`config.mk`:
```
export PLATFORM = sky130hd
export DESIGN_NAME = pixel_writer
export DESIGN_NICKNAME = d
export VERILOG_FILES = /design/src/rtl/pixel_writer_pkg.sv /design/src/rtl/pixel_writer_fifo.sv /design/src/rtl/pixel_writer.sv
export SDC_FILE = /design/constraint.sdc
export NUM_CORES = 1
export LEC_CHECK = 0
export ABC_AREA = 1
export CAP_MARGIN = 5
export CORE_MARGIN = 8
export CORE_UTILIZATION = 55
export CTS_CLUSTER_DIAMETER = 150
export DETAILED_ROUTE_END_ITERATION = 10
export GPL_TIMING_DRIVEN = 0
export PLACE_DENSITY = 0.77
export REMOVE_ABC_BUFFERS = 1
export SLEW_MARGIN = 20
export SYNTH_ARGS = -nofsm -noshare
export SYNTH_HDL_FRONTEND = slang
export SYNTH_SLANG_ARGS = --single-unit
export TNS_END_PERCENT = 50
```
`constraint.sdc`:
```
create_clock -name clk -period 3.1 [get_ports clk]
set_input_delay 0.93 -clock clk [delete_from_list [all_inputs] [get_ports clk]]
set_output_delay 0.93 -clock clk [all_outputs]
set_load 0.01 [all_outputs]
```
`src/rtl/pixel_writer_pkg.sv`:
```
// Shared types and defaults for the rasterizer back-end.
//   Point2D  : signed screen coordinate produced by the line engine
//   FbWrite  : one framebuffer write {addr, color} at the default widths
//   PwState  : pixel_writer control states
//   PW_*     : default screen geometry and bus widths
package pixel_writer_pkg;

  localparam int PW_SCREEN_W = 640;
  localparam int PW_SCREEN_H = 480;
  localparam int PW_ADDR_W   = 19;
  localparam int PW_COLOR_W  = 8;

  typedef struct packed {
    shortint x;
    shortint y;
  } Point2D;

  typedef struct packed {
    logic [PW_ADDR_W-1:0]  addr;
    logic [PW_COLOR_W-1:0] color;
  } FbWrite;

  typedef enum logic [1:0] {
    RUN,
    CLEAR_WAIT,
    CLEAR
  } PwState;

  // Signed bounds test; coordinates are sign-extended before comparing
  // against the (int) screen size.
  function automatic logic on_screen(input shortint x, input shortint y,
                                     input int w, input int h);
    return (x >= 0) && (int'(x) < w) && (y >= 0) && (int'(y) < h);
  endfunction

endpackage

```
`src/rtl/pixel_writer_fifo.sv`:
```
// pixel_fifo: synchronous FIFO with first and second entry look-ahead.
//   clk, n_rst     : clock, asynchronous active-low reset
//   push, wr_data  : write an entry (ignored when full unless popping)
//   pop            : retire the head entry (ignored when empty)
//   rd_data        : head entry
//   rd_next        : entry behind the head (valid when count >= 2)
//   full, empty    : occupancy flags
//   count          : number of stored entries
module pixel_fifo #(
  parameter int DEPTH = 8,
  parameter int WIDTH = 8
) (
  input  logic                   clk,
  input  logic                   n_rst,
  input  logic                   push,
  input  logic                   pop,
  input  logic [WIDTH-1:0]       wr_data,
  output logic [WIDTH-1:0]       rd_data,
  output logic [WIDTH-1:0]       rd_next,
  output logic                   full,
  output logic                   empty,
  output logic [$clog2(DEPTH):0] count
);
  localparam int AW = $clog2(DEPTH);
  localparam logic [AW-1:0] PTR_ONE  = AW'(1);
  localparam logic [AW:0]   CNT_ONE  = (AW+1)'(1);
  localparam logic [AW:0]   CNT_FULL = (AW+1)'(DEPTH);

  logic [WIDTH-1:0] mem [DEPTH];
  logic [AW-1:0]    wr_ptr;
  logic [AW-1:0]    rd_ptr;
  logic             push_ok;
  logic             pop_ok;

  assign full    = (count == CNT_FULL);
  assign empty   = (count == '0);
  assign pop_ok  = pop && !empty;
  assign push_ok = push && (!full || pop_ok);
  assign rd_data = mem[rd_ptr];
  assign rd_next = mem[rd_ptr + PTR_ONE];

  always_ff @(posedge clk) begin
    if (push_ok) mem[wr_ptr] <= wr_data;
  end

  always_ff @(posedge clk or negedge n_rst) begin
    if (!n_rst) begin
      wr_ptr <= '0;
      rd_ptr <= '0;
      count  <= '0;
    end else begin
      if (push_ok) wr_ptr <= wr_ptr + PTR_ONE;
      if (pop_ok)  rd_ptr <= rd_ptr + PTR_ONE;
      case ({push_ok, pop_ok})
        2'b10:   count <= count + CNT_ONE;
        2'b01:   count <= count - CNT_ONE;
        default: count <= count;
      endcase
    end
  end

endmodule

```
`src/rtl/pixel_writer.sv`:
```
// pixel_writer: clips line-engine points, converts them to linear
// framebuffer addresses, buffers them and writes them over req/ack.
// Also performs a full-screen clear with a background colour.
//   clk, n_rst            : clock, asynchronous active-low reset
//   plot, point, color    : pixel stream from the line engine
//   clear_start/_color    : request a full-screen clear with this colour
//   mem_we/addr/data      : registered write request, held until mem_ack
//   mem_ack               : write accepted (only meaningful with mem_we)
//   busy                  : work in flight (stage 1, FIFO or clear)
//   clearing              : clear writes in progress
//   overflow              : sticky, a pixel was dropped on a full FIFO
//   clip_count            : saturating count of off-screen points
//   clr_stats             : zero overflow and clip_count
module pixel_writer
  import pixel_writer_pkg::*;
#(
  parameter int SCREEN_W   = PW_SCREEN_W,
  parameter int SCREEN_H   = PW_SCREEN_H,
  parameter int ADDR_W     = PW_ADDR_W,
  parameter int COLOR_W    = PW_COLOR_W,
  parameter int FIFO_DEPTH = 8
) (
  input  logic               clk,
  input  logic               n_rst,
  input  logic               plot,
  input  Point2D             point,
  input  logic [COLOR_W-1:0] color,
  input  logic               clear_start,
  input  logic [COLOR_W-1:0] clear_color,
  output logic               mem_we,
  output logic [ADDR_W-1:0]  mem_addr,
  output logic [COLOR_W-1:0] mem_data,
  input  logic               mem_ack,
  output logic               busy,
  output logic               clearing,
  output logic               overflow,
  output logic [15:0]        clip_count,
  input  logic               clr_stats
);
  localparam int ENTRY_W = ADDR_W + COLOR_W;
  localparam int CNT_W   = $clog2(FIFO_DEPTH) + 1;
  localparam logic [CNT_W-1:0]  CNT_ONE   = CNT_W'(1);
  localparam logic [ADDR_W-1:0] ADDR_ONE  = ADDR_W'(1);
  localparam logic [ADDR_W-1:0] LAST_ADDR = ADDR_W'(SCREEN_W * SCREEN_H - 1);

  // ---------------- stage 1: clip and address ----------------
  logic               on_scr;
  logic               clip_evt;
  logic [ADDR_W-1:0]  lin_addr;
  logic               s1_valid;
  logic [ADDR_W-1:0]  s1_addr;
  logic [COLOR_W-1:0] s1_color;

  assign on_scr   = on_screen(point.x, point.y, SCREEN_W, SCREEN_H);
  assign clip_evt = plot && !on_scr;
  assign lin_addr = ADDR_W'(int'(point.y) * SCREEN_W + int'(point.x));

  always_ff @(posedge clk or negedge n_rst) begin
    if (!n_rst) begin
      s1_valid <= 1'b0;
      s1_addr  <= '0;
      s1_color <= '0;
    end else begin
      s1_valid <= plot && on_scr;
      if (plot && on_scr) begin
        s1_addr  <= lin_addr;
        s1_color <= color;
      end
    end
  end

  // ---------------- stage 2: FIFO ----------------
  logic               fifo_push;
  logic               fifo_pop;
  logic               fifo_full;
  logic               fifo_empty;
  logic [CNT_W-1:0]   fifo_count;
  logic [ENTRY_W-1:0] fifo_head;
  logic [ENTRY_W-1:0] fifo_next;
  logic [ENTRY_W-1:0] s1_entry;
  logic               drop_evt;

  PwState state;
  PwState state_d;

  logic retire;
  logic fifo_presented;

  assign s1_entry       = {s1_addr, s1_color};
  assign retire         = mem_we && mem_ack;
  // Outside CLEAR an asserted mem_we always carries the FIFO head.
  assign fifo_presented = mem_we && (state != CLEAR);
  assign fifo_pop       = fifo_presented && mem_ack;
  assign fifo_push      = s1_valid && (!fifo_full || fifo_pop);
  assign drop_evt       = s1_valid && !fifo_push;

  pixel_fifo #(
    .DEPTH (FIFO_DEPTH),
    .WIDTH (ENTRY_W)
  ) u_fifo (
    .clk     (clk),
    .n_rst   (n_rst),
    .push    (fifo_push),
    .pop     (fifo_pop),
    .wr_data (s1_entry),
    .rd_data (fifo_head),
    .rd_next (fifo_next),
    .full    (fifo_full),
    .empty   (fifo_empty),
    .count   (fifo_count)
  );

  // ---------------- statistics ----------------
  always_ff @(posedge clk or negedge n_rst) begin
    if (!n_rst) begin
      overflow   <= 1'b0;
      clip_count <= '0;
    end else if (clr_stats) begin
      overflow   <= 1'b0;
      clip_count <= '0;
    end else begin
      if (drop_evt) overflow <= 1'b1;
      if (clip_evt && (clip_count != 16'hFFFF)) clip_count <= clip_count + 16'd1;
    end
  end

  // ---------------- write port / FSM ----------------
  // The presented write stays in the FIFO until its ack, so the entry to
  // present next is the one that will be at the head after this edge:
  // the second entry when popping, else the head, else the entry being
  // pushed right now (bypass that gives the two-cycle plot-to-write path).
  logic               has_next;
  logic               cand_valid;
  logic [ENTRY_W-1:0] cand_entry;

  always_comb begin
    has_next   = fifo_pop ? (fifo_count > CNT_ONE) : !fifo_empty;
    cand_valid = has_next || fifo_push;
    cand_entry = s1_entry;
    if (has_next) cand_entry = fifo_pop ? fifo_next : fifo_head;
  end

  logic               we_d;
  logic [ADDR_W-1:0]  addr_d;
  logic [COLOR_W-1:0] data_d;
  logic               latch_clear;
  logic [COLOR_W-1:0] clear_color_q;

  always_ff @(posedge clk or negedge n_rst) begin
    if (!n_rst) state <= RUN;
    else        state <= state_d;
  end

  // During CLEAR mem_addr itself serves as the clear address counter.
  always_comb begin
    state_d     = state;
    we_d        = mem_we;
    addr_d      = mem_addr;
    data_d      = mem_data;
    latch_clear = 1'b0;
    case (state)
      RUN: begin
        if (clear_start) begin
          state_d     = CLEAR_WAIT;
          latch_clear = 1'b1;
          if (retire) we_d = 1'b0;
        end else if (!mem_we || retire) begin
          we_d = cand_valid;
          if (cand_valid) {addr_d, data_d} = cand_entry;
        end
      end
      CLEAR_WAIT: begin
        if (!mem_we || retire) begin
          state_d = CLEAR;
          we_d    = 1'b1;
          addr_d  = '0;
          data_d  = clear_color_q;
        end
      end
      CLEAR: begin
        if (retire) begin
          if (mem_addr == LAST_ADDR) begin
            state_d = RUN;
            we_d    = cand_valid;
            if (cand_valid) {addr_d, data_d} = cand_entry;
          end else begin
            addr_d = mem_addr + ADDR_ONE;
          end
        end
      end
      default: state_d = RUN;
    endcase
  end

  always_ff @(posedge clk or negedge n_rst) begin
    if (!n_rst) begin
      mem_we        <= 1'b0;
      mem_addr      <= '0;
      mem_data      <= '0;
      clear_color_q <= '0;
    end else begin
      mem_we   <= we_d;
      mem_addr <= addr_d;
      mem_data <= data_d;
      if (latch_clear) clear_color_q <= clear_color;
    end
  end

  assign busy     = s1_valid || !fifo_empty || (state != RUN);
  assign clearing = (state == CLEAR);

endmodule

```
# Yosys cells after proc, flatten, opt, wreduce, memory -nomap -nowiden
# Memory sizes are Yosys's and may differ from the RTL's.
# Cells that the tools add are included.
# W data, S select, Z words.
[word_totals]
ff_bits = 93
mem_bits_rw = 216
out_inout_bits = 47
memories = 1
[classes]
add_sub_neg = 7
multipliers = 1
order_cmp = 5
n_eq_ne = 16
n_mux = 38
n_reduce_logical = 35
[memory_table]
columns = ["name", "words", "width", "read_ports", "rd_ports_with_merged_regs", "wr", "line_no", "text"]
rows = [
  ["u_fifo.mem", 8, 27, 2, 0, 1, "pixel_writer_fifo.sv:29", "logic [WIDTH-1:0] mem [DEPTH];"],
]
[ops]
columns = ["operator", "n"]
rows = [
  ["$mux W19", 6],
  ["$pmux W19 S3", 1],
  ["$mux W27", 2],
  ["$mux W8", 6],
  ["$ge A16 B1 Y1 const B", 2],
  ["$mux W16", 2],
  ["$pmux W8 S3", 1],
  ["$add A19 B1 Y19 const B", 1],
  ["$add A19 B16 Y19", 1],
  ["$eq A19 B19 Y1 const B", 1],
  ["$add A16 B1 Y16 const B", 1],
  ["$lt A16 B10 Y1 const B", 1],
  ["$lt A16 B11 Y1 const B", 1],
  ["$mul A16 B4 Y12 const B", 1],
  ["$ne A16 B16 Y1 const B", 1],
  ["$logic_and A1 B1 Y1", 13],
  ["$mux W1", 13],
  ["$reduce_and A6 Y1", 2],
  ["$ne A2 B2 Y1 const B", 5],
  ["$mux W2", 4],
  ["$pmux W4 S2", 1],
  ["$reduce_bool A2 Y1", 4],
  ["$add A3 B1 Y3 const B", 2],
  ["$logic_or A1 B1 Y1", 6],
  ["16 further kinds", 24],
]

# Logic depth before layout (Yosys ltp)
# Gate-level depths: netlist (run 1).
[depth]
word_depth = 10
depth_mapped = 17
ltp_nobuf = 17

# By module
# From an unflattened synthesis (run 1), not the netlist that was laid out.
[hier_totals]
hier_cells = 2070
area_unflattened_um2 = 17598.1
[by_module_without_submodules]
columns = ["mod", "n_inst", "cells_per_inst", "area_each_um2", "seq_area_each_um2"]
rows = [
  ["pixel_fifo", 1, 1132, 11045.6, 6736.5],
  ["pixel_writer", 1, 938, 6552.5, 2077.0],
]

# Worst setup path before layout (run 1)
# Ideal clock, no wire load.
[synth_timing]
path_kind = "input-to-reg"
start = "input port point[1] (netlist bit)"
end = "register s1_addr[18]"
setup_time_ps = 66
arrival_ps = 3445
path_slack_ps = -411
path_stages = 17
path_buffers = 0
cell_sequence = "ha_1 > ha_1 > inv_1 > fa_1 > o21ai_0 > a21oi_1 > nor2_1 > nor2_1 > xnor2_1 > ha_1 > inv_1 > nor3_1 > nand3_1 > nand3_1 > o21bai_1 > nand3_1 > nand2_1"
[synth_via]
elab_chain_len = 4
word_cells_on_any_way = 7
[synth_rtl]
columns = ["item", "line_no", "text"]
rows = [
  ["start: declaration", "pixel_writer.sv:26", "input Point2D point,"],
  ["branches (longest 4 deep; another with $add A19 B16 Y19)", "--", ""],
  ["end signal: assignment", "pixel_writer.sv:66", "s1_addr <= lin_addr;"],
  ["end: declaration", "pixel_writer.sv:51", "logic [ADDR_W-1:0] s1_addr;"],
]
# Several ways; the timed one is not identified.
# A chain may end at the register's enable or synchronous reset.

# Worst setup path after layout (run 1)
[layout_timing]
start = "input port point[4] (netlist bit)"
end = "register s1_addr[18]"
# The elaborated chain is that of the path after synthesis.

==> results of run 1 <==
## report_power, final
group	switching, mW	leakage (nW)	internal [mW]	total [mW]
sequential	0.307	3.17	4.59	4.90
clock	1.64	0.499	2.27	3.91
combinational	1.71	5.10	1.14	2.85
## registers in the layout, indices dropped and copies added (netlist names)
signal / cells
u_fifo.mem: 216
mem_addr: 19
s1_addr: 19
clip_count: 16
clear_color_q: 8
mem_data: 8
s1_color: 8
u_fifo.count: 4
u_fifo.rd_ptr: 3
u_fifo.wr_ptr: 3
state: 2
mem_we: 1
overflow: 1
s1_valid: 1
## stage by stage
step                       TNS, ns  hold slack [ns]
after global routing        -0.100            0.320
after global placement    -1571.98            0.464
after detailed placement   -252.05            0.466
after floorplan            -377.27            0.441
final                            0            0.304
after CTS                  -0.0450            0.315
## critical path, cell delays in order
cell and delay [ns]:
clkbuf_2 0.14, ha_4 0.29, inv_1 0.06, fa_2 0.41, o21ai_2 0.19, a21oi_1 0.09
nor2_1 0.11, nor2_1 0.07, xnor2_1 0.13, ha_1 0.39, inv_2 0.09, nor3_4 0.14
nand3_2 0.10, nand3_2 0.13, o21bai_1 0.11, nand3_1 0.08, nand2_1 0.06
## final cells by class
type,instances,area [µm²],area share (%)
Tap cell,402,503,2.43
Sequential cell,309,8820,42.6
Clock buffer,37,838,4.05
Timing Repair Buffer,138,1720,8.30
Clock inverter,21,236,1.14
Inverter,162,631,3.05
Multi-Input combinational cell,1549,7950,38.4
## what timing repair did
action,CTS,global route
setup endpoints to repair,251,53
gates resized for setup,38,50
buffers inserted,11,4
pin swaps,14,27
## worst max path at each step
stage	from	to	slack [ns]	cells past startpoint
after CTS	point[7]	s1_addr[18]$_DFFE_PN0P_	-0.04	16
after global placement	u_fifo.rd_ptr[0]$_DFFE_PN0P_	mem_data[0]$_DFFE_PN0P_	-8.20	9
after global routing	point[3]	s1_addr[18]$_DFFE_PN0P_	-0.06	18
after detailed placement	point[1]	s1_addr[18]$_DFFE_PN0P_	-1.38	18
after floorplan	u_fifo.rd_ptr[0]$_DFFE_PN0P_	mem_data[0]$_DFFE_PN0P_	-4.87	9
final	point[4]	s1_addr[18]$_DFFE_PN0P_	0.07	17
## metal layers
metal / up-vias / wire (µm) / global-route usage [%]
li1: 7257 / - / -
met1: 7207 / 19300 / 31.8
met2: 832 / 23600 / 42.9
met3: 149 / 4570 / 3.38
met4: 0 / 1860 / 10.2
met5: - / 0 / 0
## synthesized netlist by cell type, types with 2 or more instances
library cell	number
nand2_1	675
nand3_1	358
edfxtp_1	216
inv_1	137
nor2_1	124
dfrtp_1	93
o21ai_0	79
a21oi_1	63
buf_2	59
o21ai_1	42
ha_1	41
clkbuf_1	36
or2_2	30
o211ai_1	29
xor2_1	29
inv_2	22
buf_1	16
nand4_1	12
xnor2_1	12
nor3_1	11
a31oi_1	4
o31ai_1	4
nand2_2	3
nor2_2	3
nor2_4	3
o21bai_1	3
clkinv_1	2
fa_1	2
nand2_4	2
nand3_2	2
nand3b_1	2
nor3_2	2
o21a_1	2
o22ai_1	2
or2_1	2
## kinds of logic after synthesis
kind of cell	share of synthesized area (%)
AND/OR/NAND/NOR	30.6
flip-flops	50.5
buffers and inverters	6.41
AO/OA/AOI/OAI	7.16
XOR/XNOR	2.24
adder cells (fa/ha/maj)	3.17
==> results.toml, run 1 <==
[sta]
slew_headroom_pct = 43.3
finalClockSkew_ns = 0.0155
tightest_slew_ns = 0.850
fmax_mhz = 330
hold_viol_final = 0
worst_slack_ns = 0.0703
rsz0062_at_grt = "true"
setup_viol = 0
drv_slew = 0
fin_crit_ns = 3.03
fin_crit_sh_pct = 97.7

[layout]
nets = 2288
final_cell_mix = "nand2_1, nand3_1, edfxtp_1, inv_1, nor2_1"
fin_area_mm2 = 0.0207
area_growth_pct = 18.5
final_common_cell = "nand2_1"
diodes = 0
drive_gt1_share_pct = 10.3
n_fill_cell = 2420
final_util_pct = 65.9
stdcell_count = 2618

[yosys]
synth_top_cell_by_area = "edfxtp_1"
ys.flop_type = "edfxtp_1"
synth_cells = 2133
yosysTopAreaCellShare_pct = 37.1
yosys-top-cells-area = "edfxtp_1, nand2_1, dfrtp_1"
synth.avg_cell_area_um2 = 8.19
synth-edff-count = 216
synth_cell_types = 46
synth_seq_area_share_pct = 50.5
synth_seq_cells = 309
ys_warn_count = 0
synth_area_mm2 = 0.0175
ys_async_sr_fraction_pct = 30.1

[power_and_ir_drop]
power_density_mw_per_mm2 = 563
power_mw = 11.7
p_leak_nw = 8.77
ir_worst_vdd_mv = 0.621

[global_routing]
antenna_found_initial = 0
grt_max_degree = 106
grtUsageTotal_pct = 25.1
grt_pass1_wl_um = 77000
first_global_vias = 14800
gr-total-overflow = 0

[clock_network]
cts_buffers = 31
cts_max_path_buffers = 3
cts_hold_buf = 0
clk_pin_slew_ns = 0.07
cts_htree_levels = 1
cts_root_buf = "clkbuf_16"
clock_sinks = 309
cts_tree = "yes"
clkLatencyLatePin_ns = 0.57

[detailed_routing]
avgRoutedWirePerCell_um = 18.8
drt_iter0_markers = 1736
drc_errors = 0
ant_nets = 0
firstDrtPassIters = 6
vias = 15400
vias_per_cell = 5.90
wl_um = 49300

[floorplan]
rows = 65
fp.dieW_um = 194
start_util_pct = 55.6
dieArea_mm2 = 0.0377
io-pin-count = 101
core_mm2 = 0.0314
die_y_um = 194

[setup_path]
reg2reg_depth = 12
critPathLaunchType = "primary input"
rrSetupSlack_ns = 0.25
worstReg2RegEnd = "mem_addr[8]$_DFFE_PN0P_"
worstPathMaxFanout = 4
r2r_start = "u_fifo.rd_ptr[0]$_DFFE_PN0P_"
setup.worst_path.end_class = "flip-flop"
required_ns = 3.60
criticalPathCategory = "in2reg"
arrival_ns = 3.53

[min_path]
hold_path.class = "in2async"

[place]
preCtsSetupSlack_ns = -1.38
dp_hpwl_um = 31100
place_area_mm2 = 0.0192
dp_cells = 2545
globalplace.congestion = 0.891
io_buffers = 100

[flow_run]
cap_violations = 0

[run_status]
status = "completed"
(Power assumes the default switching activity.)
==> run 2, diff against run 1 <==
GPL_TIMING_DRIVEN = not set   (was 0)
==> run 2 against run 1 <==
  * Critical path depth increased by 1
  * Sequential share of layout area is 0.38 points lower
  * Cell area grew 0.85%
  * Worst hold slack improved by 0.16 ns
  * Core utilization increased by 0.56 points
  * Sequential power shrank 1%
  * Routed wire length up 3.4%
  * Via count grew 3.0%
  * Register-to-register slack improved by 0.33 ns
==> results.toml, run 2 (same netlist as run 1, synthesis figures left out) <==
[global_routing]
grt_pass1_wl_um = 80600
first_global_vias = 15700
grt_max_degree = 280
gr-total-overflow = 0
antenna_found_initial = 0
grtUsageTotal_pct = 26.2

[clock_network]
cts_buffers = 34
clk_pin_slew_ns = 0.06
cts_htree_levels = 2
clock_sinks = 309
clkLatencyLatePin_ns = 0.53
cts_hold_buf = 0
cts_max_path_buffers = 3
cts_root_buf = "clkbuf_16"
cts_tree = "yes"

[sta]
hold_viol_final = 0
fin_crit_ns = 3.08
fin_tns_setup_ns = 0
setup_viol = 0
slew_headroom_pct = 22.5
fin_crit_sh_pct = 99.4
finalClockSkew_ns = 0.0191
fmax_mhz = 325
drv_slew = 0
tightest_slew_ns = 1.16

[min_path]
hold_path.class = "in2async"

[setup_path]
critPathLaunchType = "primary input"
r2r_start = "u_fifo.rd_ptr[0]$_DFFE_PN0P_"
setup.worst_path.end_class = "flip-flop"
worstReg2RegEnd = "mem_addr[1]$_DFFE_PN0P_"
rrSetupSlack_ns = 0.58
worstPathMaxFanout = 4
crit_start = "point[3]"
required_ns = 3.53
reg2reg_depth = 11
criticalPathCategory = "in2reg"
arrival_ns = 3.51

[power_and_ir_drop]
p_int_mw = 8.37
p_leak_nw = 9.02
power.clock.fraction_pct = 34.1
p_sw_share_pct = 30.8
ir_worst_vdd_mv = 0.358
pwr-share-comb_pct = 25.9
seqPwrFrac_pct = 40.0
power_density_mw_per_mm2 = 580
p_switching_mw = 3.73

[layout]
final_util_pct = 66.5
area_growth_pct = 19.5
nets = 2351
regArea_mm2 = 0.00882
final_cell_mix = "nand2_1, nand3_1, edfxtp_1, inv_1, nor2_1"
multiInputGateArea_mm2 = 0.00785
reg_top3 = "u_fifo.mem: 216 flops, mem_addr: 19 flops, s1_addr: 19 flops"
largest_reg_flops = 216
final_common_cell = "nand2_1"
n_fill_cell = 2417
drive_gt1_share_pct = 12.3
largest-register = "u_fifo.mem"
diodes = 0

[flow_run]
cap_violations = 0

[floorplan]
io-pin-count = 101
dieArea_mm2 = 0.0377
start_util_pct = 55.6
rows = 65
core_mm2 = 0.0314
fp.dieW_um = 194
die_y_um = 194

[detailed_routing]
wl_um = 50900
drc_errors = 0
vias_per_cell = 5.93
vias = 15900
ant_nets = 0
avgRoutedWirePerCell_um = 19.0
drt_iter0_markers = 2042
firstDrtPassIters = 8

[run_status]
status = "completed"

[place]
dp_hpwl_um = 31500
io_buffers = 100
globalplace.congestion = 0.897
[run 2: metrics by stage]
stage                     area (µm²)  cells  power (mW)  hold WS (ns)  setup slack, ns
after floorplan                17000   2020        6.58         0.441            -4.87
after global placement         19500   2619        7.82         0.461           -0.877
after detailed placement       19500   2619        7.89         0.466           -0.964
after CTS                      20800   2682        12.0         0.484          0.00965
after global routing           20900   2682        12.7         0.502          -0.0544
final                          20900   2682        12.1         0.465           0.0183
[run 2: timing repair]
| item | 4_1_cts | 5_1_grt |
|---|---|---|
| buffers inserted | 1 | 0 |
| endpoints found under the setup margin | 7 | 6 |
| pin swaps | 17 | 23 |
| gates resized for setup | 42 | 35 |
[run 2: routing by layer]
layer  share of wire [%]  wire length [µm]  global-route usage, %
met5                   0                 0                      0
met4                 4.1              2080                   12.6
met3                 9.5              4860                   4.65
met2                  48             24400                   43.5
met1                  39             19600                   32.8
[run 2: power groups by stage]
stage | combinational (mW) | clock (mW) | sequential, mW
2_1_floorplan | 1.64 | 0 | 4.93
3_3_place_gp | 2.91 | 0 | 4.91
3_5_place_dp | 2.98 | 0 | 4.92
4_1_cts | 3.05 | 4.16 | 4.83
5_1_grt | 3.47 | 4.32 | 4.86
6_report | 3.13 | 4.13 | 4.84
[run 2: layout make-up]
cell class | instances | area share (%)
multi-input cells | 1549 | 37.6
clock buffers | 41 | 4.25
well taps | 402 | 2.41
clock inverters | 21 | 1.18
repair buffers | 198 | 9.36
inverters | 162 | 2.94
flip-flops and latches | 309 | 42.2
[run 2: how the worst max path moves through the flow]
stage | slack [ns] | to
2_1_floorplan | -4.87 | mem_data[0]$_DFFE_PN0P_
3_3_place_gp | -0.88 | s1_addr[18]$_DFFE_PN0P_
4_1_cts | 0.01 | s1_addr[18]$_DFFE_PN0P_
5_1_grt | -0.05 | s1_addr[17]$_DFFE_PN0P_
6_report | 0.02 | s1_addr[17]$_DFFE_PN0P_
3_5_place_dp | -0.96 | s1_addr[18]$_DFFE_PN0P_
[run 2: critical path: stages]
cell and delay (ns):
buf_4 0.14, ha_4 0.27, ha_4 0.13, inv_2 0.04, fa_2 0.36, o21ai_2 0.20
a21oi_2 0.07, nor2_1 0.12, nor2_1 0.08, xnor2_1 0.12, ha_1 0.33, buf_6 0.14
nand2_2 0.05, nor2_2 0.13, nand3_2 0.10, nand3_2 0.09, nand2_1 0.05, a31oi_1 0.16
